<file path="config.mk">
export PLATFORM = sky130hd
export DESIGN_NAME = vga_bounce_box
export DESIGN_NICKNAME = d
export VERILOG_FILES = /design/src/rtl/vga_pkg.sv /design/src/rtl/box_axis_mover.sv /design/src/rtl/vga_bounce_box.sv
export SDC_FILE = /design/constraint.sdc
export NUM_CORES = 1
export LEC_CHECK = 0
export BUFFER_PORTS_ARGS = -buffer_cell sky130_fd_sc_hd__clkbuf_2
export CAP_MARGIN = 20
export CORE_MARGIN = 2
export CORE_UTILIZATION = 58
export CTS_BUF_LIST = sky130_fd_sc_hd__clkbuf_16
export DETAILED_ROUTE_END_ITERATION = 8
export GPL_TIMING_DRIVEN = 0
export PLACE_DENSITY_LB_ADDON = 0.05
export REMOVE_ABC_BUFFERS = 1
export SLEW_MARGIN = 30
export SYNTH_ARGS = -nofsm -noshare
export SYNTH_HDL_FRONTEND = slang
export SYNTH_SLANG_ARGS = --single-unit
</file>
<file path="constraint.sdc">
create_clock -name clk_pix -period 2.5 [get_ports clk_pix]
set_input_delay 0.5 -clock clk_pix [delete_from_list [all_inputs] [get_ports clk_pix]]
set_output_delay 0.5 -clock clk_pix [all_outputs]
set_load 0.05 [all_outputs]
</file>
<file path="src/rtl/vga_pkg.sv">
// vga_pkg: shared 640x480 timing constants and pixel types
// for the pixel-generation stages.
package vga_pkg;

  localparam int H_RES   = 640;
  localparam int V_RES   = 480;

  localparam int H_FP    = 16;
  localparam int H_SYNC  = 96;
  localparam int H_BP    = 48;
  localparam int H_TOTAL = 800;

  localparam int V_FP    = 10;
  localparam int V_SYNC  = 2;
  localparam int V_BP    = 33;
  localparam int V_TOTAL = 525;

  typedef struct packed {
    logic [3:0] r;
    logic [3:0] g;
    logic [3:0] b;
  } rgb12_t;

  typedef enum logic {
    POS = 1'b0,
    NEG = 1'b1
  } dir_t;

  localparam rgb12_t PALETTE [4] = '{
    rgb12_t'(12'hFFF),
    rgb12_t'(12'hF00),
    rgb12_t'(12'h0F0),
    rgb12_t'(12'h00F)
  };

endpackage

</file>
<file path="src/rtl/box_axis_mover.sv">
// box_axis_mover: one axis of the bouncing square; steps once per
// enabled tick and reflects at 0 and LIMIT.
module box_axis_mover
  import vga_pkg::*;
#(
  parameter int LIMIT = 608,
  parameter int SPEED = 4,
  parameter int START = 100
) (
  input  logic       clk_pix,
  input  logic       rst,
  input  logic       tick_en,
  output logic [9:0] pos,
  output logic       bounce
);

  localparam logic [10:0] LIM = 11'(LIMIT);
  localparam logic [10:0] SPD = 11'(SPEED);

  dir_t        dir;
  logic [10:0] pos_w;
  logic [10:0] up;
  logic [9:0]  dn;
  logic        hit_hi;
  logic        hit_lo;

  // 11-bit sums so pos+SPEED can never wrap
  assign pos_w  = {1'b0, pos};
  assign up     = pos_w + SPD;
  assign dn     = pos - SPD[9:0];
  assign hit_hi = (up >= LIM);
  assign hit_lo = (pos_w <= SPD);

  always_ff @(posedge clk_pix) begin
    if (rst) begin
      pos    <= 10'(START);
      dir    <= POS;
      bounce <= 1'b0;
    end else begin
      bounce <= 1'b0;
      if (tick_en) begin
        unique case (dir)
          POS: begin
            if (hit_hi) begin
              pos    <= LIM[9:0];
              dir    <= NEG;
              bounce <= 1'b1;
            end else begin
              pos <= up[9:0];
            end
          end
          NEG: begin
            if (hit_lo) begin
              pos    <= '0;
              dir    <= POS;
              bounce <= 1'b1;
            end else begin
              pos <= dn;
            end
          end
          default: ;
        endcase
      end
    end
  end

endmodule

</file>
<file path="src/rtl/vga_bounce_box.sv">
// vga_bounce_box: draws a bouncing solid square behind the 480p
// timing generator, two-stage pipeline with delay-matched syncs.
module vga_bounce_box
  import vga_pkg::*;
#(
  parameter int H_RES    = vga_pkg::H_RES,
  parameter int V_RES    = vga_pkg::V_RES,
  parameter int BOX_SIZE = 32,
  parameter int SPEED    = 4,
  parameter int START_X  = 100,
  parameter int START_Y  = 60
) (
  input  logic       clk_pix,
  input  logic       rst,
  input  logic [9:0] sx,
  input  logic [9:0] sy,
  input  logic       hsync,
  input  logic       vsync,
  input  logic       de,
  input  logic       run,
  output logic       vga_hsync,
  output logic       vga_vsync,
  output logic [3:0] vga_r,
  output logic [3:0] vga_g,
  output logic [3:0] vga_b,
  output logic [7:0] bounce_cnt
);

  localparam int          LX     = H_RES - BOX_SIZE;
  localparam int          LY     = V_RES - BOX_SIZE;
  localparam logic [9:0]  V_TICK = 10'(V_RES);
  localparam logic [10:0] BOX    = 11'(BOX_SIZE);

  logic [9:0] sx1;
  logic [9:0] sy1;
  logic       de1;
  logic       hs1;
  logic       vs1;

  logic       tick;
  logic       tick_en;
  logic [9:0] bx;
  logic [9:0] by;
  logic       bounce_x;
  logic       bounce_y;
  logic [1:0] col_idx;

  logic       in_x;
  logic       in_y;
  rgb12_t     pix;
  rgb12_t     rgb_q;

  // first blanking line start: the visible frame is already done
  assign tick    = (sx == 10'd0) && (sy == V_TICK);
  assign tick_en = tick & run;

  box_axis_mover #(
    .LIMIT (LX),
    .SPEED (SPEED),
    .START (START_X)
  ) u_x (
    .clk_pix (clk_pix),
    .rst     (rst),
    .tick_en (tick_en),
    .pos     (bx),
    .bounce  (bounce_x)
  );

  box_axis_mover #(
    .LIMIT (LY),
    .SPEED (SPEED),
    .START (START_Y)
  ) u_y (
    .clk_pix (clk_pix),
    .rst     (rst),
    .tick_en (tick_en),
    .pos     (by),
    .bounce  (bounce_y)
  );

  // corner hits pulse both axes together and count once
  always_ff @(posedge clk_pix) begin
    if (rst) begin
      col_idx    <= '0;
      bounce_cnt <= '0;
    end else if (bounce_x | bounce_y) begin
      col_idx    <= col_idx + 2'd1;
      bounce_cnt <= bounce_cnt + 8'd1;
    end
  end

  always_ff @(posedge clk_pix) begin
    if (rst) begin
      sx1 <= '0;
      sy1 <= '0;
      de1 <= 1'b0;
      hs1 <= 1'b1;
      vs1 <= 1'b1;
    end else begin
      sx1 <= sx;
      sy1 <= sy;
      de1 <= de;
      hs1 <= hsync;
      vs1 <= vsync;
    end
  end

  assign in_x = ({1'b0, sx1} >= {1'b0, bx})
             && ({1'b0, sx1} < ({1'b0, bx} + BOX));
  assign in_y = ({1'b0, sy1} >= {1'b0, by})
             && ({1'b0, sy1} < ({1'b0, by} + BOX));

  always_comb begin
    pix = '0;
    if (de1 && in_x && in_y) begin
      pix = PALETTE[col_idx];
    end
  end

  always_ff @(posedge clk_pix) begin
    if (rst) begin
      vga_hsync <= 1'b1;
      vga_vsync <= 1'b1;
      rgb_q     <= '0;
    end else begin
      vga_hsync <= hs1;
      vga_vsync <= vs1;
      rgb_q     <= pix;
    end
  end

  assign vga_r = rgb_q.r;
  assign vga_g = rgb_q.g;
  assign vga_b = rgb_q.b;

endmodule

</file>
==> metrics.yaml, run 1 <==
post_dr_vias_cell: 5.99
swShare: 0.232
design.die.area_um2: 6990
path_class: "reg2reg"
maxSlewHeadroom: 0.421
ctsHoldBuffers: 0
dr_total_vias: 3167
final.fill_count: 548
layout-drive-gt1-share: 0.181
vdd_ir_drop_max_mv: 0.309
detail_route.iter0.violations: 175
setup.worst_path.end_class: "register"
fin_skew_ps: 4.41
initial_core_util: 0.589
hold_path_depth: 2
tritoncts.num_buffers: 5
clock_sink_count: 54
count_of_boundary_i_o_pins: 48
routed_wirelength_um: 8190
reg2reg_to: "u_y.pos[4]"
adder_cell_area_share_of_the_yosys_netlist: 0.133
timing.final.ws_setup_ps: 176
timing.rr.start: "u_y.pos[6]"
ys_warnings: 0
arrival_time_worst_endpoint_ps: 2500
route.detailed.drc: 0
grt_remaining_overflow: 0
worst_margin_slew_ps: 869
antenna_found_initial: 0
final_common_cell: "sky130_fd_sc_hd__dfxtp_1"
pre_cts_setup_slack_ps: -112
p_per_area_nw_per_um2: 425
cts_buffer_depth: 2
ys_dominant_reg_cell: "sky130_fd_sc_hd__dfxtp_1"
grt_setup_unrepaired: "false"
fp.dieW_um: 83.6
clockPowerShare: 0.408
status: "complete, no violations"
fraction_of_synthesized_area_in_multiplexers: 0
hold-path-endpoint: "hs1"
die_height_um: 83.6
setup.worst_path.start_class: "register"
final_util: 0.639
rows: 29
number_of_global_route_vias_before_repair: 3003
mappedNetlistArea_um2: 3680
timing.critical_path.required_ps: 2680
grt_pass1_wl_um: 13900
switching_power_summed_over_all_nets_mw: 0.393
floorplan.core_area_um2: 6240
seq_power_share: 0.523
antenna_violating_nets_post_route: 0
setup_viol: 0
htreeDepth: 2
async_reset_ff_frac: 0
crit_path_cell_trace: "ha_1 > and4_4 > nand2_2 > a2111oi_4 > a211oi_1 > a2111o_1"
hpwl_um: 6100
pin_count_of_the_biggest_net_entering_global_routing: 45
synth_simple_gate_area_share: 0.252
hold_path_class: "in2reg"
comb_power_frac: 0.069
drt_first_pass_iters: 4
clock_tree.root_cell: "sky130_fd_sc_hd__clkbuf_16"
synth_cell_types: 72
finalHoldViolations: 0
internal_power_mw: 1.30
global_route.usage.total: 0.241
worst_setup_hold_path_clk_slew_ps: 70
drt-wirelength-per-cell_um: 15.5
max_cap_viol_count: 0
p_leak_nw: 1.64
area_growth_pct: 8.37
cp_slowest_cell: "sky130_fd_sc_hd__a2111oi_4"
synth-xor-area-share: 0.0357
final_cell_mix: "sky130_fd_sc_hd__dfxtp_1 (51), sky130_fd_sc_hd__clkbuf_2 (47), sky130_fd_sc_hd__ha_1 (39)"
maxClockFrequency_mhz: 430
period_minus_slack_ps: 2320
final_wtd_congestion: 0.910
longest_individual_stage_delay_on_the_worst_path_ps: 550
timing_max_transition_violations_final: 0
antenna_cells: 0
hp-start: "hsync"
synth-compound-area-share: 0.209
nNetsFinal: 516
r2r_cells: 6
rrSetupSlack_ps: 180
finalCritPeriodShare: 0.929
largest_family_of_logic_cells_by_synthesized_area: "simple AND/OR/NAND/NOR gates"
post_synth.cell_area_avg_um2: 8.65
timing.critical_path.fanout_max: 9
yosysSeqAreaShare: 0.294
cts_tree: "built"
worst_skew_pair.late_latency_ps: 290
syn-instance-count: 425
io_buffers: 47
yosys_register_bits: 54
synth-edff-count: 0
[Yosys cell counts (3+ instances only)]
cell                       instances  area (um^2)
sky130_fd_sc_hd__a21o_1            6         45.0
sky130_fd_sc_hd__nand2b_1          4         25.0
sky130_fd_sc_hd__o21ai_1           3         15.0
sky130_fd_sc_hd__dfxtp_1          54         1080
sky130_fd_sc_hd__o211ai_1          9         67.6
sky130_fd_sc_hd__buf_2             6         30.0
sky130_fd_sc_hd__nand4_1          17          106
sky130_fd_sc_hd__a31oi_1           8         50.1
sky130_fd_sc_hd__and4_1            3         26.3
sky130_fd_sc_hd__and3_1            5         31.3
sky130_fd_sc_hd__xnor2_1          11         96.3
sky130_fd_sc_hd__o21a_1            3         22.5
sky130_fd_sc_hd__nand3_1          17         85.1
sky130_fd_sc_hd__ha_1             39          488
sky130_fd_sc_hd__nand2_1          20         75.1
sky130_fd_sc_hd__nor3_1           16         80.1
sky130_fd_sc_hd__or4_1             3         22.5
sky130_fd_sc_hd__o32a_1            3         30.0
sky130_fd_sc_hd__or2_2             6         37.5
sky130_fd_sc_hd__a21oi_1          21          105
sky130_fd_sc_hd__nor2b_1          19          119
sky130_fd_sc_hd__or3_1             5         31.3
sky130_fd_sc_hd__o31ai_1           7         52.6
sky130_fd_sc_hd__inv_1            22         82.6
sky130_fd_sc_hd__nor2_1           24         90.1
sky130_fd_sc_hd__a211oi_1          3         22.5
sky130_fd_sc_hd__xor2_1            4         35.0
sky130_fd_sc_hd__buf_4            11         82.6
sky130_fd_sc_hd__clkbuf_1         10         37.5
sky130_fd_sc_hd__buf_6             4         45.0
sky130_fd_sc_hd__o21ai_0          15         75.1
[per-stage QoR]
step           cells  instance area [um^2]  setup TNS (ps)  hold slack [ps]  total power, mW
2_1_floorplan    394                  3480               0              389            0.971
5_1_grt          529                  3990               0              400             1.76
6_report         529                  3990               0              387             1.69
4_1_cts          526                  3960               0              384             1.72
3_3_place_gp     518                  3810           -43.2              391             1.02
3_5_place_dp     518                  3810            -112              397             1.02
[layout make-up]
| cell class | instances | area [um^2] | share of cell area |
|---|---|---|---|
| Clock buffer | 5 | 125 | 0.0314 |
| Clock inverter | 3 | 20.0 | 0.00502 |
| Inverter | 23 | 86.3 | 0.0217 |
| Multi-Input combinational cell | 317 | 2310 | 0.581 |
| Sequential cell | 54 | 1080 | 0.272 |
| Tap cell | 77 | 96.3 | 0.0242 |
| Timing Repair Buffer | 50 | 258 | 0.0647 |
[how the worst max path moves through the flow]
stage	startpoint	end	slack [ps]	cells past startpoint
after floorplan	u_y.pos[5]	u_y.pos[4]	440	6
after global placement	sx[4]	u_y.pos[4]	-40	6
after detailed placement	sx[4]	u_y.pos[4]	-110	6
after CTS	u_x.pos[5]	vga_g[2]	80	8
after global routing	u_y.pos[4]	u_y.pos[4]	30	4
final	u_y.pos[6]	u_y.pos[4]	180	6
[worst max-delay path: cells and delay by family, from the launching register on]
family                   cells  cell delay [ps]
AO/OA/AOI/OAI                3             1030
adder cells (fa/ha/maj)      1              320
flip-flops                   1              510
AND/OR/NAND/NOR              2              350
[kinds of logic after synthesis]
kind of cell | Yosys count
compound gates | 103
xor+xnor | 15
fa+ha+maj | 39
buf+inv | 54
flops | 54
simple gates | 160
[state kept, by name, indices dropped and copies added, names as in the netlist, 2 cells and up]
register and count:
bounce_cnt 8, col_idx 2, sx1 8, sy1 8, u_x.pos 8, u_y.pos 8
[power groups by stage]
stage          clock network, mW  registers [mW]  logic, mW
2_1_floorplan                  0           0.915     0.0557
3_3_place_gp                   0           0.907      0.112
3_5_place_dp                   0           0.907      0.117
4_1_cts                    0.713           0.887      0.118
5_1_grt                    0.741           0.888      0.133
6_report                   0.691           0.887      0.116
[repair_timing]
item / 4_1_cts / 5_1_grt
endpoints found under the setup margin: 0 / 4
setup buffers: 0 / 3
resized for setup: 0 / 3
[layer usage]
| metal | wire [um] | GRT usage |
|---|---|---|
| met1 | 3600 | 0.307 |
| met2 | 4040 | 0.417 |
| met3 | 398 | 0.0317 |
| met4 | 150 | 0.0909 |
| met5 | 0 | 0 |
(Power assumes the default switching activity.)
==> run 2, diff against run 1 <==
--- a/config.mk
+++ b/config.mk
@@ -5,6 +5,7 @@
 export SDC_FILE = /design/constraint.sdc
 export NUM_CORES = 1
 export LEC_CHECK = 0
+export ABC_AREA = 1
 export BUFFER_PORTS_ARGS = -buffer_cell sky130_fd_sc_hd__clkbuf_2
 export CAP_MARGIN = 20
 export CORE_MARGIN = 2
==> metrics.yaml, run 2 <==
status: "complete, no violations"
hold_path_class: "in2reg"
syn-instance-count: 518  # +22%
arrival_time_worst_endpoint_ps: 2460  # -40 ps
synth_cell_types: 35  # -51%
antenna_violating_nets_post_route: 0  # unchanged
global_route.usage.total: 0.228  # -0.0137
period_minus_slack_ps: 2240  # -86.1 ps
cts.repair_timing.setup_buffer_count: 0  # unchanged
grt_pass1_wl_um: 13600  # -2.1%
setup.worst_path.start_class: "register"
r2r_cells: 11  # +5
drt_first_pass_iters: 4  # unchanged
timing.critical_path.fanout_max: 9  # unchanged
max_cap_viol_count: 0  # unchanged
worst_setup_hold_path_clk_slew_ps: 70  # about the same
pin_count_of_the_biggest_net_entering_global_routing: 35  # -22%
hold_path_depth: 2  # unchanged
fp.dieW_um: 83.6  # about the same
final.fill_count: 576  # +5.1%
hpwl_um: 5940  # -2.5%
synthTopCellsByArea: "sky130_fd_sc_hd__dfxtp_1 (29%), sky130_fd_sc_hd__ha_1 (13%), sky130_fd_sc_hd__nand2_1 (8.8%)"
drt-wirelength-per-cell_um: 12.2  # -21%
hold-path-endpoint: "hs1"
number_of_global_route_vias_before_repair: 3186  # +6.1%
routed_wirelength_um: 7630  # -6.8%
grt_setup_unrepaired: "false"
p_per_area_nw_per_um2: 422  # -0.78%
async_reset_ff_frac: 0  # unchanged
ys_top_cells_by_count: "sky130_fd_sc_hd__nand2_1 (86), sky130_fd_sc_hd__nor2_1 (69), sky130_fd_sc_hd__inv_1 (68)"
finalHoldViolations: 0  # unchanged
post_dr_vias_cell: 5.32  # -11%
design.die.area_um2: 6990  # about the same
maxClockFrequency_mhz: 447  # +3.8%
fin_skew_ps: 4.02  # -0.383 ps
vdd_ir_drop_max_mv: 0.468  # +51%
layout-drive-gt1-share: 0.151  # -0.0302
floorplan.core_area_um2: 6030  # -3.4%
detail_route.iter0.violations: 125  # -29%
final_common_cell: "sky130_fd_sc_hd__nand2_1"
holdWs_ps: 395  # +8.00 ps
antenna_found_initial: 0  # unchanged
area_growth_pct: 8.75
die_height_um: 83.6  # about the same
yosysSeqAreaShare: 0.294  # about the same
maxSlewHeadroom: 0.534  # +0.113
htreeDepth: 2  # unchanged
worst_skew_pair.late_latency_ps: 280  # about the same
rows: 28  # -3.4%
hp-start: "hsync"
cts_buffer_depth: 2  # unchanged
clock_sink_count: 54  # unchanged
antenna_cells: 0  # unchanged
final_util: 0.663  # +0.0247
yosys_register_bits: 54  # unchanged
final_wtd_congestion: 0.875  # -3.8%
nNetsFinal: 614  # +19%
ys_warnings: 0  # unchanged
yosysMostFrequentCell: "sky130_fd_sc_hd__nand2_1"
p_leak_nw: 2.05  # +25%
clock_tree.root_cell: "sky130_fd_sc_hd__clkbuf_16"
initial_core_util: 0.610  # +0.0206
io_buffers: 47  # unchanged
timing.rr.start: "u_y.pos[6]"
post_synth.cell_area_avg_um2: 7.09  # -18%
path_class: "reg2reg"
netlist.area_leader.share: 0.294  # about the same
ys_dominant_reg_cell: "sky130_fd_sc_hd__dfxtp_1"
grt_remaining_overflow: 0  # unchanged
reg2reg_to: "vga_r[2]"
timing_max_transition_violations_final: 0  # unchanged
worst_margin_slew_ps: 698  # -170 ps
fin_tns_setup_ps: 0  # unchanged
tritoncts.num_buffers: 5  # unchanged
rrSetupSlack_ps: 260  # +90 ps
count_of_boundary_i_o_pins: 48  # unchanged
dr_total_vias: 3317  # +4.7%
synth_largest_area_cell: "sky130_fd_sc_hd__dfxtp_1"
cts_tree: "built"
mappedNetlistArea_um2: 3670  # about the same
setup_viol: 0  # unchanged
timing.critical_path.required_ps: 2720  # +40 ps
synth-edff-count: 0  # unchanged
finalCritPeriodShare: 0.895  # -0.0344
route.detailed.drc: 0  # unchanged
final_cell_mix: "sky130_fd_sc_hd__nand2_1 (86), sky130_fd_sc_hd__nor2_1 (69), sky130_fd_sc_hd__inv_1 (68)"
setup.worst_path.end_class: "register"
-- run 2: cell count changes in the layout (fill, tap and decap cells not counted), moves of 11 or more --
cell,before,now
sky130_fd_sc_hd__nor2_1,24,69
sky130_fd_sc_hd__nand2_1,20,86
sky130_fd_sc_hd__nor3_1,16,4
sky130_fd_sc_hd__xor2_1,4,20
sky130_fd_sc_hd__nand3_1,17,35
sky130_fd_sc_hd__o21ai_0,15,26
sky130_fd_sc_hd__nor2b_1,19,0
sky130_fd_sc_hd__inv_1,22,68
sky130_fd_sc_hd__a21oi_1,21,38
-- run 2: final cells by class --
class | instances | area, um^2 | share of cell area
inverter | 72 | 270 | 0.0676
clock buffer | 5 | 125 | 0.0313
multi-input combinational | 369 | 2170 | 0.544
timing repair buffer | 47 | 235 | 0.0589
sequential | 54 | 1080 | 0.271
clock inverter | 2 | 13.8 | 0.00344
tap | 75 | 93.8 | 0.0235
-- run 2: critical path, stage by stage (launching register included) --
cell	delay [ps]
sky130_fd_sc_hd__dfxtp_1	530
sky130_fd_sc_hd__ha_1	300
sky130_fd_sc_hd__nand3_1	150
sky130_fd_sc_hd__xor2_1	180
sky130_fd_sc_hd__ha_1	300
sky130_fd_sc_hd__nand3b_1	140
sky130_fd_sc_hd__nor2_1	50
sky130_fd_sc_hd__nor2_1	80
sky130_fd_sc_hd__nand2_1	50
sky130_fd_sc_hd__nor2_1	90
sky130_fd_sc_hd__nand3_1	150
sky130_fd_sc_hd__nor2_1	140
-- run 2: logic make-up (layout without fill, tap and decap cells) --
logic type / count (synthesis) / after routing / share of synthesized area
AND/OR/NAND/NOR: 232 / 232 / 0.286
buffers and inverters: 95 / 126 / 0.114
AO/OA/AOI/OAI: 75 / 75 / 0.113
flip-flops: 54 / 54 / 0.294
adder cells (fa/ha/maj): 39 / 39 / 0.133
XOR/XNOR: 23 / 23 / 0.0599
-- run 2: where the power goes --
group          internal, mW  switching [mW]  leakage (nW)  total (mW)
Combinational        0.0561          0.0786          1.54       0.135
Clock                 0.368           0.296        0.0701       0.664
Sequential            0.878         0.00927         0.440       0.887
-- run 2: worst max-delay path by stage --
stage | startpoint | endpoint | slack [ps] | cells past startpoint
after global placement | u_x.pos[5] | vga_g[2] | 170 | 13
after CTS | u_y.pos[5] | vga_b[2] | 140 | 12
after global routing | u_x.pos[7] | vga_b[2] | 30 | 12
final | u_y.pos[6] | vga_r[2] | 260 | 11
after floorplan | vga_b[2] | vga_b[0] | 450 | 0
after detailed placement | u_x.pos[5] | vga_b[2] | 180 | 11
-- run 2: layer usage --
layer	wire, um	vias up	GRT usage	share of wire
li1	-	1717	-	-
met1	3390	1508	0.277	0.44
met2	3800	76	0.407	0.50
met3	279	16	0.0277	0.037
met4	165	0	0.0894	0.022
met5	0	-	0	0
-- run 2: stage by stage --
step                worst slack [ps]  area, um^2  power [mW]  cells
finish                           263        4000        1.69    624
global route                    32.4        4000        1.76    624
CTS                              141        3990        1.70    624
detailed placement               178        3850        1.04    617
global placement                 175        3850        1.04    617
floorplan                        447        3530       0.992    495
-- run 2: what timing repair did --
| item | 4_1_cts | 5_1_grt |
|---|---|---|
| endpoints found under the setup margin | 0 | 3 |
| hold buffers | 0 | 0 |
| resized for setup | 0 | 2 |
| endpoints found under the hold margin | 0 | 0 |
